[config.mk]
export PLATFORM = sky130hd
export DESIGN_NAME = inst_mem_loader
export DESIGN_NICKNAME = d
export VERILOG_FILES = /design/src/rtl/inst_loader_pkg.sv /design/src/rtl/byte_packer.sv /design/src/rtl/inst_mem_loader.sv
export SDC_FILE = /design/constraint.sdc
export NUM_CORES = 1
export LEC_CHECK = 0
export CAP_MARGIN = 15
export CORE_MARGIN = 2
export CORE_UTILIZATION = 30
export CTS_BUF_LIST = sky130_fd_sc_hd__clkbuf_16
export CTS_CLUSTER_SIZE = 30
export DETAILED_ROUTE_END_ITERATION = 16
export SLEW_MARGIN = 20
export SYNTH_ARGS = -nofsm -noshare
export SYNTH_HDL_FRONTEND = slang
export SYNTH_SLANG_ARGS = --single-unit
[constraint.sdc]
create_clock -name clk -period 7.34 [get_ports clk]
set_clock_uncertainty 0.2 [all_clocks]
set_input_delay 1.101 -clock clk [delete_from_list [all_inputs] [get_ports clk]]
set_output_delay 1.101 -clock clk [all_outputs]
set_load 0.005 [all_outputs]
[src/rtl/inst_loader_pkg.sv]
// Shared types and constants for the instruction-memory loader.
// The state encoding and byte/word geometry are used by the FSM and the byte packer.
package inst_loader_pkg;

   localparam int WORD_BYTES = 4;
   localparam int BYTE_W     = 8;
   localparam int WORD_W     = WORD_BYTES * BYTE_W;
   localparam int IDX_W      = 16;

   typedef enum logic [1:0] {
      IDLE    = 2'd0,
      COLLECT = 2'd1,
      WRITE   = 2'd2,
      DONE    = 2'd3
   } state_t;

   // Byte address of word idx; the sum wraps modulo 2^32.
   function automatic logic [31:0] word_addr(input logic [31:0] base,
                                             input logic [IDX_W-1:0] idx);
      return base + {14'd0, idx, 2'b00};
   endfunction

endpackage

[src/rtl/byte_packer.sv]
// Packs four stream bytes MSB-first into one instruction word.
// 'full' flags the shift that completes the word, so the FSM can leave COLLECT on that edge.
module byte_packer
   import inst_loader_pkg::*;
(
   input  logic              clk,
   input  logic              Rst,
   input  logic              clr,
   input  logic              shift_en,
   input  logic [BYTE_W-1:0] din,
   output logic [WORD_W-1:0] word,
   output logic              full
);

   logic [1:0]        cnt_reg;
   logic [WORD_W-1:0] word_reg;

   always_ff @(posedge clk or negedge Rst) begin
      if (!Rst) begin
         cnt_reg  <= 2'd0;
         word_reg <= '0;
      end else if (clr) begin
         cnt_reg  <= 2'd0;
         word_reg <= '0;
      end else if (shift_en) begin
         cnt_reg  <= cnt_reg + 2'd1;
         word_reg <= {word_reg[WORD_W-BYTE_W-1:0], din};
      end
   end

   assign word = word_reg;
   assign full = shift_en && (cnt_reg == 2'd3);

endmodule

[src/rtl/inst_mem_loader.sv]
// Byte-stream loader for the instruction memory: packs words, writes them to
// consecutive addresses from BASE_ADDR and holds the CPU in reset meanwhile.
module inst_mem_loader
   import inst_loader_pkg::*;
#(
   parameter int          MEM_BYTES = 128,
   parameter logic [31:0] BASE_ADDR = 32'h0000_0000
) (
   input  logic              clk,
   input  logic              Rst,
   input  logic              start,
   input  logic [IDX_W-1:0]  load_len,
   input  logic              abort,
   input  logic              byte_valid,
   input  logic [BYTE_W-1:0] byte_data,
   output logic              byte_ready,
   output logic [31:0]       IAddr,
   output logic [WORD_W-1:0] IDataIn,
   output logic              InsMemRW,
   output logic              cpu_rst_n,
   output logic              busy,
   output logic              done,
   output logic              err
);

   localparam logic [31:0] MEM_WORDS = 32'(MEM_BYTES / WORD_BYTES);

   state_t             state_reg, state_next;
   logic [IDX_W-1:0]   idx_reg, idx_next;
   logic [IDX_W-1:0]   len_reg, len_next;
   logic               err_reg, err_next;
   logic [31:0]        addr_reg, addr_next;

   logic               pk_clr;
   logic               pk_shift;
   logic               pk_full;
   logic [WORD_W-1:0]  pk_word;
   logic               too_long;
   logic [IDX_W-1:0]   idx_inc;

   byte_packer u_packer (
      .clk      (clk),
      .Rst      (Rst),
      .clr      (pk_clr),
      .shift_en (pk_shift),
      .din      (byte_data),
      .word     (pk_word),
      .full     (pk_full)
   );

   assign too_long = {16'd0, load_len} > MEM_WORDS;
   assign idx_inc  = idx_reg + 16'd1;

   always_ff @(posedge clk or negedge Rst) begin
      if (!Rst) begin
         state_reg <= IDLE;
         idx_reg   <= '0;
         len_reg   <= '0;
         err_reg   <= 1'b0;
         addr_reg  <= BASE_ADDR;
      end else begin
         state_reg <= state_next;
         idx_reg   <= idx_next;
         len_reg   <= len_next;
         err_reg   <= err_next;
         addr_reg  <= addr_next;
      end
   end

   always_comb begin
      state_next = state_reg;
      idx_next   = idx_reg;
      len_next   = len_reg;
      err_next   = err_reg;
      addr_next  = addr_reg;
      pk_clr     = 1'b0;
      pk_shift   = 1'b0;

      case (state_reg)
         IDLE, DONE: begin
            if (start) begin
               if (too_long) begin
                  err_next   = 1'b1;
                  state_next = IDLE;
               end else if (load_len == '0) begin
                  err_next   = 1'b0;
                  state_next = DONE;
               end else begin
                  err_next   = 1'b0;
                  len_next   = load_len;
                  idx_next   = '0;
                  pk_clr     = 1'b1;
                  state_next = COLLECT;
               end
            end
         end
         COLLECT: begin
            // abort outranks a byte handshake in the same cycle
            if (abort) begin
               pk_clr     = 1'b1;
               state_next = IDLE;
            end else if (byte_valid) begin
               pk_shift = 1'b1;
               if (pk_full) begin
                  addr_next  = word_addr(BASE_ADDR, idx_reg);
                  state_next = WRITE;
               end
            end
         end
         WRITE: begin
            if (abort) begin
               pk_clr     = 1'b1;
               state_next = IDLE;
            end else begin
               idx_next   = idx_inc;
               state_next = (idx_inc == len_reg) ? DONE : COLLECT;
            end
         end
         default: state_next = IDLE;
      endcase
   end

   // The address register is loaded on entry to WRITE and otherwise holds.
   assign IAddr      = addr_reg;
   assign IDataIn    = pk_word;
   assign InsMemRW   = !((state_reg == WRITE) && !abort);
   assign byte_ready = (state_reg == COLLECT);
   assign busy       = (state_reg == COLLECT) || (state_reg == WRITE);
   assign cpu_rst_n  = !busy;
   assign done       = (state_reg == DONE);
   assign err        = err_reg;

endmodule

==> flow_summary.json <==
{
  "cts-buffers-inserted": 9,
  "ys_seq_area_share_pct": 50.0,
  "grt_pass1_vias": 3111,
  "via_per_inst": 4.71,
  "final_cell_mix": "109 x nand2_1, 85 x dfrtp_1, 81 x clkdlybuf4s50_1",
  "core-area_um2": 13900,
  "cp-endpoint": "u_packer.word[28]$_DFFE_PN0P_",
  "post_cts_buffers": 0,
  "wl_per_cell_um": 13.7,
  "setup-tns-final_ns": 0,
  "post-dp-hpwl_mm": 6.96,
  "synth_top_family_by_area": "simple AND/OR/NAND/NOR gates",
  "cp.arrival_ns": 3.69,
  "diodes": 0,
  "grt_use_total_pct": 13.2,
  "seqPwrFrac_pct": 41.7,
  "synthSimpleGateAreaFrac_pct": 20.3,
  "cts_sinks": 85,
  "rr_endpoint": "IAddr[14]$_DFFE_PN0P_",
  "placed_area_um2": 5130,
  "grt_pass1_wl_mm": 15.8,
  "place_congestion": 0.781,
  "dieArea_um2": 15100,
  "ctsResizeCount": 0,
  "syn_to_final_growth_pct": 28.2,
  "fp.dieH_um": 123,
  "async_reset_ff_share_pct": 100,
  "finalCriticalPeriod_ns": 3.69,
  "switchingPower_mw": 0.517,
  "grt_setup_unrepaired": "no",
  "drc_errors": 0,
  "worstHoldPathType": "flop to flop",
  "grt_max_degree": 86,
  "rr_worst_depth": 6,
  "cp_max_fo": 34,
  "final_common_cell": "nand2_1",
  "max_slew_margin_pct": 31.0,
  "portBuffers": 82,
  "synthXorXnorAreaFrac_pct": 4.94,
  "drt-initial-drc-count": 140,
  "synth_area_um2": 4250,
  "p_int_mw": 1.02,
  "critical_path_class": "primary input to flop",
  "clk_latency_ns": 0.33,
  "postCtsHoldBufs": 0,
  "endpoint_kind": "flop",
  "p_leak_nw": 2.31,
  "synth_seq_cells": 85,
  "synth_compound_area_share_pct": 10.5,
  "cap_viol_max_count": 0,
  "p_sw_share_pct": 33.6,
  "yosys_warnings": 0,
  "status": "completed",
  "cts_tree": "done",
  "maxSlewViolCount": 0,
  "grt_antenna_before_repair": 0,
  "startpoint_type": "primary input",
  "routed_wl_mm": 9.55,
  "synthCells": 447,
  "utilization_pct": 39.3,
  "max_freq_mhz": 271,
  "synth_edf_count": 0,
  "cp.required_ns": 7.34,
  "vias": 3281,
  "overflow": 0,
  "p_clk_share_pct": 30.6,
  "design_area_um2": 5450,
  "die_x_um": 123,
  "final-setup-viol-count": 0,
  "firstDrtPassIters": 4,
  "reg2reg_slack_ns": 4.50,
  "cts_buffer_depth": 2,
  "irDropWorstVdd_v": 0.000122,
  "cts_root_buf": "clkbuf_16",
  "antenna_left": 0,
  "io_pins": 99,
  "r2r-start": "state_reg[1]$_DFFE_PN0P_",
  "syn_area_per_cell_um2": 9.52,
  "synth_ff_type": "dfrtp_1",
  "p_comb_share_pct": 27.7,
  "synth_mux_area_share_pct": 6.50,
  "path_clk_slew_ns": 0.06,
  "cp-startpoint": "load_len[7]",
  "fin_nets": 545,
  "htree_levels": 3,
  "synth_fa_ha_area_share_pct": 1.47,
  "largest_reg_flops": 32,
  "num_rows": 43,
  "ys_types": 46,
  "drive_gt1_share_pct": 8.53,
  "min_period_over_period_pct": 50.3,
  "tightest_slew_ns": 1.03,
  "hold_viol_final": 0,
  "power_density_nw_per_um2": 282,
  "start_util_pct": 30.6
}
-- worst min-delay path by stage --
stage	startpoint	cells past startpoint	slack, ns	endpoint
6_report	IAddr[11]$_DFFE_PN0P_	2	0.29	IAddr[11]$_DFFE_PN0P_
4_1_cts	IAddr[11]$_DFFE_PN0P_	2	0.29	IAddr[11]$_DFFE_PN0P_
5_1_grt	IAddr[15]$_DFFE_PN0P_	1	0.33	IAddr[15]$_DFFE_PN0P_
2_1_floorplan	IAddr[11]$_DFFE_PN0P_	2	0.27	IAddr[11]$_DFFE_PN0P_
3_3_place_gp	IAddr[6]$_DFFE_PN0P_	2	0.27	IAddr[6]$_DFFE_PN0P_
3_5_place_dp	IAddr[11]$_DFFE_PN0P_	2	0.28	IAddr[11]$_DFFE_PN0P_
-- cell type report --
| cell class | count | area [um2] |
|---|---|---|
| well taps | 180 | 225 |
| clock buffers | 9 | 225 |
| flip-flops and latches | 85 | 2130 |
| multi-input cells | 324 | 1920 |
| inverters | 7 | 26.3 |
| repair buffers | 84 | 837 |
| clock inverters | 7 | 88.8 |
| fillers | 1390 | 8430 |
-- power by group through the flow --
stage               registers, mW  clock network, mW  logic, mW
detailed placement          0.648                  0      0.428
global placement            0.644                  0      0.415
CTS                         0.640              0.485      0.430
finish                      0.641              0.471      0.426
floorplan                   0.568                  0      0.376
global route                0.657              0.503      0.486
-- synth_stat cells (all sizes together), types with 2 or more instances --
library cell    n  share of area, %
nand4           5              0.74
mux2           21               5.6
xor2            8               1.6
inv             7              0.62
or3             2              0.29
ha              5               1.5
o221ai         11               2.3
o31ai           2              0.35
a21oi          35               4.1
o21ai          13               1.6
nand3           9               1.1
or4b            2              0.47
o2111ai         2              0.41
nand2         109               9.6
and3            3              0.44
and4            2              0.41
and2           11               1.6
nand2b          3              0.44
buf            22               3.5
dfrtp          85                50
nand3b          9               1.6
nor3b           2              0.35
nor4            5              0.88
xnor2          16               3.3
clkbuf         24               2.1
mux2i           4              0.94
nor2           11              0.97
nor3            6              0.71
-- cells by family (layout without fill, tap and decap cells) --
group | after synthesis | count (layout)
AOI/OAI and AO/OA | 71 | 71
other | 1 | 16
and+or+nand+nor | 183 | 183
buffers and inverters | 53 | 107
DFF | 85 | 85
xor gates and xnor gates | 24 | 24
muxes | 25 | 25
adders and majority gates | 5 | 5
-- layer usage --
layer | wire length (um) | global-route usage (%)
met4 | 92 | 4.26
met2 | 4440 | 19.6
met3 | 346 | 2.81
met5 | 0 | 0
met1 | 4680 | 19.3
-- stage by stage --
stage          hold slack (ns)  instances  setup slack (ns)  power, mW
4_1_cts                  0.291        696              3.39       1.55
6_report                 0.291        696              3.65       1.54
5_1_grt                  0.326        696              3.35       1.65
3_3_place_gp             0.269        680              3.15       1.06
3_5_place_dp             0.278        680              3.04       1.08
2_1_floorplan            0.273        462              4.14      0.944
-- worst max-delay path, cell delays in order --
cell	delay, ns
clkdlybuf4s50_1	0.40
or4_1	0.53
or2_1	0.27
a2111oi_2	0.38
nand2_1	0.40
o21ai_2	0.15
buf_4	0.35
a21oi_1	0.09
Power figures use the tool's default switching activity.
